## src/rtl/i2c_reg_slave.sv

```systemverilog
// i2c_reg_slave
//   I2C target with a small 8-bit register file. A write transfer sets the
//   register pointer with its first data byte and then writes successive
//   registers. A read transfer returns registers starting at the pointer.
//   The pointer auto-increments modulo NREG and survives a repeated START.
//   SCL and SDA are sampled through 2-flop synchronizers plus a history flop.
//   The slave never stretches SCL.
//
// Ports
//   clk      system clock (at least 16x the SCL frequency)
//   rst      synchronous active-high reset
//   scl_i    raw SCL from the pad, asynchronous to clk
//   sda_i    raw SDA from the pad, asynchronous to clk
//   sda_oe   1 pulls SDA low, 0 releases it (open-drain pad is external)
//   reg_out  register file, register k at bits [8k+7:8k]
//   wr_stb   one-clk pulse when a register is written
//   wr_addr  index of the written register, valid while wr_stb=1
//   busy     1 from START to STOP, whether or not the address matched
module i2c_reg_slave #(
    parameter logic [6:0] I2C_ADR = 7'h70,
    parameter int         NREG    = 4,
    parameter logic [7:0] RST_VAL = 8'hFF,
    localparam int        AW      = $clog2(NREG)
) (
    input  logic              clk,
    input  logic              rst,
    input  logic              scl_i,
    input  logic              sda_i,
    output logic              sda_oe,
    output logic [NREG*8-1:0] reg_out,
    output logic              wr_stb,
    output logic [AW-1:0]     wr_addr,
    output logic              busy
);

    typedef enum logic [3:0] {
        S_IDLE, S_ADDR, S_ADDR_ACK, S_PTR, S_PTR_ACK,
        S_WDATA, S_WDATA_ACK, S_RDATA, S_RDATA_ACK, S_IGNORE
    } state_t;

    state_t        r_state, w_state_next;
    logic          r_scl_s1, r_scl_s2, r_scl_h;
    logic          r_sda_s1, r_sda_s2, r_sda_h;
    logic          w_scl_rise, w_scl_fall, w_start, w_stop, w_sda;
    logic [7:0]    w_byte;
    logic [7:0]    r_shift;
    logic [3:0]    r_bitcnt;
    logic          r_ack_ph;     // 0: before the ACK-drive fall, 1: ACK slot in progress
    logic          r_rw;
    logic [AW-1:0] r_ptr, w_ptr_inc;
    logic [7:0]    r_regs [NREG];
    logic          r_sda_oe, r_wr_stb, r_busy;
    logic [AW-1:0] r_wr_addr;

    // NOTE: sequential state uses non-blocking (<=) so every flop samples
    // pre-edge values; blocking (=) here would create order-dependent races.
    always_ff @(posedge clk) begin
        if (rst) begin
            {r_scl_s1, r_scl_s2, r_scl_h} <= 3'b111;
            {r_sda_s1, r_sda_s2, r_sda_h} <= 3'b111;
        end else begin
            {r_scl_s1, r_scl_s2, r_scl_h} <= {scl_i, r_scl_s1, r_scl_s2};
            {r_sda_s1, r_sda_s2, r_sda_h} <= {sda_i, r_sda_s1, r_sda_s2};
        end
    end

    // Edge events are decoded from the synchronized value and its history,
    // so they are acted on exactly 3 clk after the pin edge.
    assign w_scl_rise = r_scl_s2 & ~r_scl_h;
    assign w_scl_fall = ~r_scl_s2 & r_scl_h;
    assign w_start    = r_scl_s2 & r_scl_h & ~r_sda_s2 & r_sda_h;
    assign w_stop     = r_scl_s2 & r_scl_h & r_sda_s2 & ~r_sda_h;
    assign w_sda      = r_sda_s2;
    assign w_byte     = {r_shift[6:0], w_sda};  // byte completed by the current rise
    assign w_ptr_inc  = r_ptr + AW'(1);          // wraps naturally: NREG is a power of 2

    always_ff @(posedge clk) begin
        if (rst) r_state <= S_IDLE;
        else     r_state <= w_state_next;
    end

    // NOTE: the default assignment first keeps this block free of inferred
    // latches on paths that do not change state.
    always_comb begin
        w_state_next = r_state;
        if (w_start) begin
            w_state_next = S_ADDR;
        end else if (w_stop) begin
            w_state_next = S_IDLE;
        end else begin
            case (r_state)
                S_ADDR:      if (w_scl_rise && r_bitcnt == 4'd0)
                                 w_state_next = (w_byte[7:1] == I2C_ADR) ? S_ADDR_ACK : S_IGNORE;
                S_ADDR_ACK:  if (w_scl_fall && r_ack_ph)
                                 w_state_next = r_rw ? S_RDATA : S_PTR;
                S_PTR:       if (w_scl_rise && r_bitcnt == 4'd0) w_state_next = S_PTR_ACK;
                S_PTR_ACK:   if (w_scl_fall && r_ack_ph) w_state_next = S_WDATA;
                S_WDATA:     if (w_scl_rise && r_bitcnt == 4'd0) w_state_next = S_WDATA_ACK;
                S_WDATA_ACK: if (w_scl_fall && r_ack_ph) w_state_next = S_WDATA;
                S_RDATA:     if (w_scl_rise && r_bitcnt == 4'd1) w_state_next = S_RDATA_ACK;
                S_RDATA_ACK: if (w_scl_rise && r_ack_ph)
                                 w_state_next = w_sda ? S_IGNORE : S_RDATA;
                default:     ;
            endcase
        end
    end

    always_ff @(posedge clk) begin
        if (rst) begin
            r_shift   <= 8'h00;
            r_bitcnt  <= 4'd0;
            r_ack_ph  <= 1'b0;
            r_rw      <= 1'b0;
            r_ptr     <= '0;
            r_sda_oe  <= 1'b0;
            r_wr_stb  <= 1'b0;
            r_wr_addr <= '0;
            r_busy    <= 1'b0;
            // NOTE: the register file is a handful of flops with a defined
            // reset value, not a RAM, so it is reset like any other state.
            for (int k = 0; k < NREG; k++) r_regs[k] <= RST_VAL;
        end else begin
            r_wr_stb <= 1'b0;
            if (w_start) begin
                r_busy   <= 1'b1;
                r_bitcnt <= 4'd7;
                r_ack_ph <= 1'b0;
            end else if (w_stop) begin
                r_busy   <= 1'b0;
                r_sda_oe <= 1'b0;
            end else begin
                case (r_state)
                    S_ADDR, S_PTR, S_WDATA: begin
                        if (w_scl_fall) r_sda_oe <= 1'b0;
                        if (w_scl_rise) begin
                            r_shift  <= w_byte;
                            r_bitcnt <= r_bitcnt - 4'd1;
                            r_ack_ph <= 1'b0;
                            if (r_bitcnt == 4'd0) begin
                                if (r_state == S_ADDR) r_rw  <= w_sda;
                                if (r_state == S_PTR)  r_ptr <= w_byte[AW-1:0];
                                if (r_state == S_WDATA) begin
                                    r_regs[r_ptr] <= w_byte;
                                    r_wr_stb      <= 1'b1;
                                    r_wr_addr     <= r_ptr;
                                    r_ptr         <= w_ptr_inc;
                                end
                            end
                        end
                    end
                    S_ADDR_ACK, S_PTR_ACK, S_WDATA_ACK: begin
                        // First fall starts the ACK pulse, second fall ends it.
                        if (w_scl_fall) begin
                            if (!r_ack_ph) begin
                                r_sda_oe <= 1'b1;
                                r_ack_ph <= 1'b1;
                            end else begin
                                r_ack_ph <= 1'b0;
                                r_bitcnt <= 4'd7;
                                if (r_state == S_ADDR_ACK && r_rw) begin
                                    // Read: the first data bit goes out on this same fall.
                                    r_shift  <= {r_regs[r_ptr][6:0], 1'b0};
                                    r_sda_oe <= ~r_regs[r_ptr][7];
                                    r_bitcnt <= 4'd8;
                                end else begin
                                    r_sda_oe <= 1'b0;
                                end
                            end
                        end
                    end
                    S_RDATA: begin
                        // r_bitcnt counts the rises still to come for this byte.
                        if (w_scl_fall) begin
                            r_sda_oe <= ~r_shift[7];
                            r_shift  <= {r_shift[6:0], 1'b0};
                        end
                        if (w_scl_rise) begin
                            r_bitcnt <= r_bitcnt - 4'd1;
                            r_ack_ph <= 1'b0;
                        end
                    end
                    S_RDATA_ACK: begin
                        if (w_scl_fall && !r_ack_ph) begin
                            r_sda_oe <= 1'b0;
                            r_ack_ph <= 1'b1;
                        end
                        if (w_scl_rise && r_ack_ph && !w_sda) begin
                            // Master ACK: the next byte is driven from the following fall.
                            r_ptr    <= w_ptr_inc;
                            r_shift  <= r_regs[w_ptr_inc];
                            r_bitcnt <= 4'd8;
                        end
                    end
                    default: ;
                endcase
            end
        end
    end

    always_comb begin
        reg_out = '0;
        for (int k = 0; k < NREG; k++) reg_out[8*k +: 8] = r_regs[k];
    end

    assign sda_oe  = r_sda_oe;
    assign wr_stb  = r_wr_stb;
    assign wr_addr = r_wr_addr;
    assign busy    = r_busy;

endmodule

```

## config.mk

```make
export PLATFORM = sky130hd
export DESIGN_NAME = i2c_reg_slave
export DESIGN_NICKNAME = d
export VERILOG_FILES = /design/src/rtl/i2c_reg_slave.sv
export SDC_FILE = /design/constraint.sdc
export NUM_CORES = 1
export LEC_CHECK = 0
export CORE_UTILIZATION = 61
export CTS_CLUSTER_SIZE = 12
export DETAILED_ROUTE_END_ITERATION = 8
export GPL_TIMING_DRIVEN = 0
export PLACE_DENSITY_LB_ADDON = 0.08
export SYNTH_ARGS = -nofsm -noshare
export SYNTH_HDL_FRONTEND = slang
export SYNTH_SLANG_ARGS = --single-unit
```

## constraint.sdc

```tcl
create_clock -name clk -period 5.2 [get_ports clk]
set_input_delay 0.52 -clock clk [delete_from_list [all_inputs] [get_ports clk]]
set_output_delay 0.52 -clock clk [all_outputs]
set_load 0.02 [all_outputs]
```

# Word level (Yosys, flattened, before mapping)
# Memory sizes are Yosys's and may differ from the RTL's. A register that Yosys moved wholly into a read port is not among the register bits.
# Cells that the tools add are included.
# totals
ram_bits,32
n_memories,1
reg_bits,31
input_bits,4
wordCells,178
# op_classes
n_addsub,2
n_reduce_logical,35
muxes,64
n_eq_ne,43
bitwise_logic,15
# memory_table
memory,depth,word_bits,rd,rd_clocked_by_memory_dff,write_ports,line,rtl
r_regs,4,8,6,1,4,51,logic [7:0] r_regs [NREG];
# op_table
cell,count
2-to-1 mux 4 bit,14
2-to-1 mux 8 bit,7
case mux 8 bit (4 select lines),1
inequality test 2 bit (second input constant),15
AND reduction 6 bit,5
case mux 4 bit (7 select lines),1
2-to-1 mux 1 bit,26
inequality test 3 bit (second input constant),8
inequality test 4 bit (second input constant),6
equality test 4 x 3 -> 1 bit (second input constant),4
2-to-1 mux 2 bit,8
AND reduction 8 bit,2
case mux 4 bit (3 select lines),1
2-to-1 mux 3 bit,3
AND reduction 9 bit,1
nonzero test 9 bit,1
OR reduction 3 bit,3
equality test 4 x 1 -> 1 bit (second input constant),2
equality test 4 x 2 -> 1 bit (second input constant),2
inverter 1 bit,8
nonzero test 4 bit,2
OR reduction 8 bit,1
bitwise AND 1 bit,7
equality test 7 bit (second input constant),1
20 further kinds,30

# Depth between registers and ports, before layout
# depth
ltp_word,11
ltp_mapped,7

# Worst setup path after synthesis
# OpenSTA, ideal clock, no wires.
# synth_timing
kind,reg2reg
start,reg r_scl_s2
end,"mem r_regs[0][0], enable pin"
path_slack_ns,3.271
setup_time_ns,0.310
arrival_ns,1.619
path_stages_with_launch,6
synth_period_minus_slack_ns,1.929
required_time_ns,4.890
cell_sequence,dfxtp_1 nor2b_1 nand4_1 nor3_2 nor3b_2 or2_2
# synth_rtl
element,line,rtl
start: declaration,42,"logic r_scl_s1, r_scl_s2, r_scl_h;"
start signal: assignment,62,"{r_scl_s1, r_scl_s2, r_scl_h} <= {scl_i, r_scl_s1, r_scl_s2};"
end: declaration,51,

==> impl_metrics.csv <==
group,metric,value,unit
cells_and_area,post_route_cells_drive_above_1_share,0.192,
global_route,via_count_of_the_first_global_routing_pass,2913,
sta,max_clock_freq,375,MHz
sta,setup_total_negative_slack,0,ns
floorplanning,initial_core_util,0.646,
cts,insertion_delay,0.34,ns
global_route,overflow,0,
synthesis,synth.largest_area_cell,"edfxtp_1",
setup_path,crit_end_element,"register",
cells_and_area,finalNetCount,398,
synthesis,synth_cell_types,66,
placed_design,pre_cts_slack,2.52,ns
setup_path,r2r-start,"r_scl_s2",
cts,numCtsBuffers,9,
drt,routed_wire_length,10100,µm
synthesis,ys_ff_latch,65,
synthesis,ys.warnings.count,0,
cells_and_area,final_common_cell,"clkdlybuf4s50_1",
floorplanning,coreArea,5640,µm²
cts,cts_tree,"done",
floorplanning,top_ports,41,
placed_design,detailed_placer_s_ending_hpwl,6890,µm
drt,detailedRoute.firstIterationViolations,382,
pwr,netSwitchingFraction,0.254,
setup_path,timing_worst_setup_path_type,"reg2reg",
floorplanning,die_area,6290,µm²
sta,hold_viol_final,0,
pwr,power.clock.fraction,0.369,
sta,finalWorstSetupSlack,2.54,ns
synthesis,synth.top_cell.area_share,0.264,
synthesis,avgSynthCellArea,10.7,µm²
hold_path,min_path_cells,1,
placed_design,routabilityCongestion,0.960,
cells_and_area,final.fill_count,379,
sta,min_period_over_period,0.512,
hold_path,hp-start,"r_sda_s1",
cts,clock_tree.htree_level_count,3,
cts,cts.hold.buffers_added,0,
drt,vias,3152,
synthesis,synth_top_flop_cell,"dfxtp_1",
pwr,ir_worst_vdd,0.175,mV
cells_and_area,area.sequential,1620,µm²
setup_path,cp-startpoint,"r_scl_s2",
cts,numClockSinks,65,
synthesis,syn_area,3640,µm²
hold_path,worst_hold_path_type,"reg2reg",
setup_path,worstRegToRegCells,5,
floorplanning,number_of_standard_cell_rows_in_the_floorplan,27,
floorplanning,die-height,79.3,µm
sta,finalWorstPathRequiredPeriod,2.66,ns
setup_path,worst_ep_required_time,5.23,ns
cells_and_area,combined_area_of_the_multi_input_logic_cells,1860,µm²
cells_and_area,antennaDiodeCount,0,
synthesis,postSynthNetCount,347,
global_route,grt_max_degree,12,
sta,rsz0062_at_grt,"false",
drt,remaining_drcs,0,
synthesis,gate_count_of_the_mapped_netlist,340,
global_route,grt_antenna_before_repair,0,
setup_path,crit_path_max_fanout,9,
cells_and_area,synthToLayoutAreaGrowth,17.9,%
cts,post_cts.repair.setup_buffers,0,
global_route,first_pass_grt_wire_length,15600,µm
cts,clk_pin_slew_worst_paths,0.07,ns
sta,worst_clock_skew_on_the_final_layout,0.00831,ns
pwr,power_switching,249,µW
synthesis,ys_seq_area_frac,0.445,
synthesis,synth-async-reset-ratio,0,
status,status,"completed",
sta,timing_max_transition_violations_final,0,
sta,setup_viol,0,
pwr,p_leak,1.30,nW
pwr,power.share.sequential,0.558,
sta,timing_worst_slew_pin_value,1.24,ns
synthesis,synth_top_cells_by_area,"edfxtp_1 (26%), dfxtp_1 (18%), mux4_2 (9.9%)",
placed_design,port_buffers,40,
drt,post_route_antenna_net_violation_count,0,
setup_path,element_type_at_the_critical_path_start,"register",
pwr,internal-power,730,µW
cts,ctsRootBufferMaster,"clkbuf_8",
synthesis,synth_edf_count,32,
cts,ctsResizeCount,0,
pwr,power_density,228,nW/µm²
drt,avgRoutedWirePerCell,21.7,µm
drt,drt_first_pass_iters,6,
sta,worst_slew_margin_rel,0.171,
floorplanning,die_width,79.3,µm
drt,route.detailed.vias_per_inst,6.75,
setup_path,data_arrival_time_of_the_critical_path,2.69,ns
cts,cts_buffer_depth,2,
global_route,grt.total_usage,0.343,
cells_and_area,highest_count_cells_in_the_layout_ignoring_fill_and_taps,"clkdlybuf4s50_1 (40), dfxtp_1 (33), edfxtp_1 (32), a21oi_1 (22)",
pwr,power.share.combinational,0.073,
job,maxCapViolations,0,
## power groups by stage
stage | Combinational [mW] | Clock [mW] | Sequential [mW]
2_1_floorplan | 0.0476 | 0 | 0.556
3_3_place_gp | 0.0683 | 0 | 0.557
6_report | 0.0719 | 0.361 | 0.546
4_1_cts | 0.0698 | 0.362 | 0.546
5_1_grt | 0.0769 | 0.384 | 0.547
3_5_place_dp | 0.0687 | 0 | 0.557
## worst paths after layout
kind                  endpoint  slack (ns)
setup / recovery  r_regs[0][2]        2.54
hold reg to reg       r_sda_s2        0.42
setup reg to reg  r_regs[0][2]        2.54
hold / removal        r_sda_s2        0.42
## cells by family (layout without fill, tap and decap cells)
family	count (synthesis)	after routing	share of synthesized area
buffers and inverters	31	86	0.0443
adders and majority gates	3	3	0.0103
muxes	22	22	0.116
xor gates and xnor gates	3	3	0.00721
AOI/OAI and AO/OA	88	88	0.169
DFF	65	65	0.445
and+or+nand+nor	128	128	0.208
## flip-flops by register name, summed over array words and instances, names as in the netlist, 2 cells and up, named ones only
signal,count
r_regs,32
r_state,4
r_bitcnt,4
r_ptr,2
r_shift,8
wr_addr,2
## synthesized netlist by cell type (2+ instances only)
library cell and n:
and2b_1 2, o21ai_0 14, nand2b_1 21, o21ai_1 4
nor2b_1 4, buf_2 12, o21bai_1 2, buf_6 3
a22oi_1 2, o22ai_1 9, mux2i_1 5, nor3_2 3
mux4_2 16, o32a_1 2, o211ai_1 3, a2111o_1 6
or3b_1 2, nor2_1 21, or3_1 5, o311a_1 2
xor2_1 2, or2_2 20, clkbuf_1 8, a31oi_1 2
nand3b_1 5, o31a_1 2, edfxtp_1 32, nand4_1 2
dfxtp_1 33, nor3b_1 2, a21o_1 2, a21oi_1 22
a311oi_1 2, inv_1 6, ha_1 3, buf_4 2
nand2_1 12, nand3_1 7, and3_1 4, nor3_1 8
## area by class of cell
| cell class | instances | area share |
|---|---|---|
| multi-input cells | 244 | 0.433 |
| flip-flops and latches | 65 | 0.378 |
| repair buffers | 40 | 0.0932 |
| plain buffers | 25 | 0.0323 |
| clock buffers | 9 | 0.0288 |
| well taps | 72 | 0.0210 |
| clock inverters | 6 | 0.00845 |
| inverters | 6 | 0.00524 |
## layer usage
layer | GRT usage | routed length (µm)
met1 | 0.495 | 4310
met3 | 0.0701 | 1060
met2 | 0.510 | 4580
met4 | 0.118 | 178
met5 | 0 | 0
## per-stage QoR
| step | hold slack, ns | instances | area [µm²] | utilization | power [mW] |
|---|---|---|---|---|---|
| final | 0.419 | 467 | 4290 | 0.761 | 0.979 |
| after floorplan | 0.389 | 340 | 3640 | - | 0.604 |
| after CTS | 0.423 | 467 | 4290 | 0.761 | 0.978 |
| after global placement | 0.396 | 452 | 4130 | 0.733 | 0.625 |
| after detailed placement | 0.405 | 452 | 4130 | 0.733 | 0.626 |
| after global routing | 0.443 | 467 | 4290 | 0.761 | 1.01 |
## critical path, cell delays in order, from the launching register on
cell,delay [ns]
dfxtp_1,0.47
nor2b_1,0.37
nand4_1,0.21
nor3_2,0.25
nor3b_2,0.67
or2_2,0.39
No activity file was read; power rests on OpenSTA's default activity.
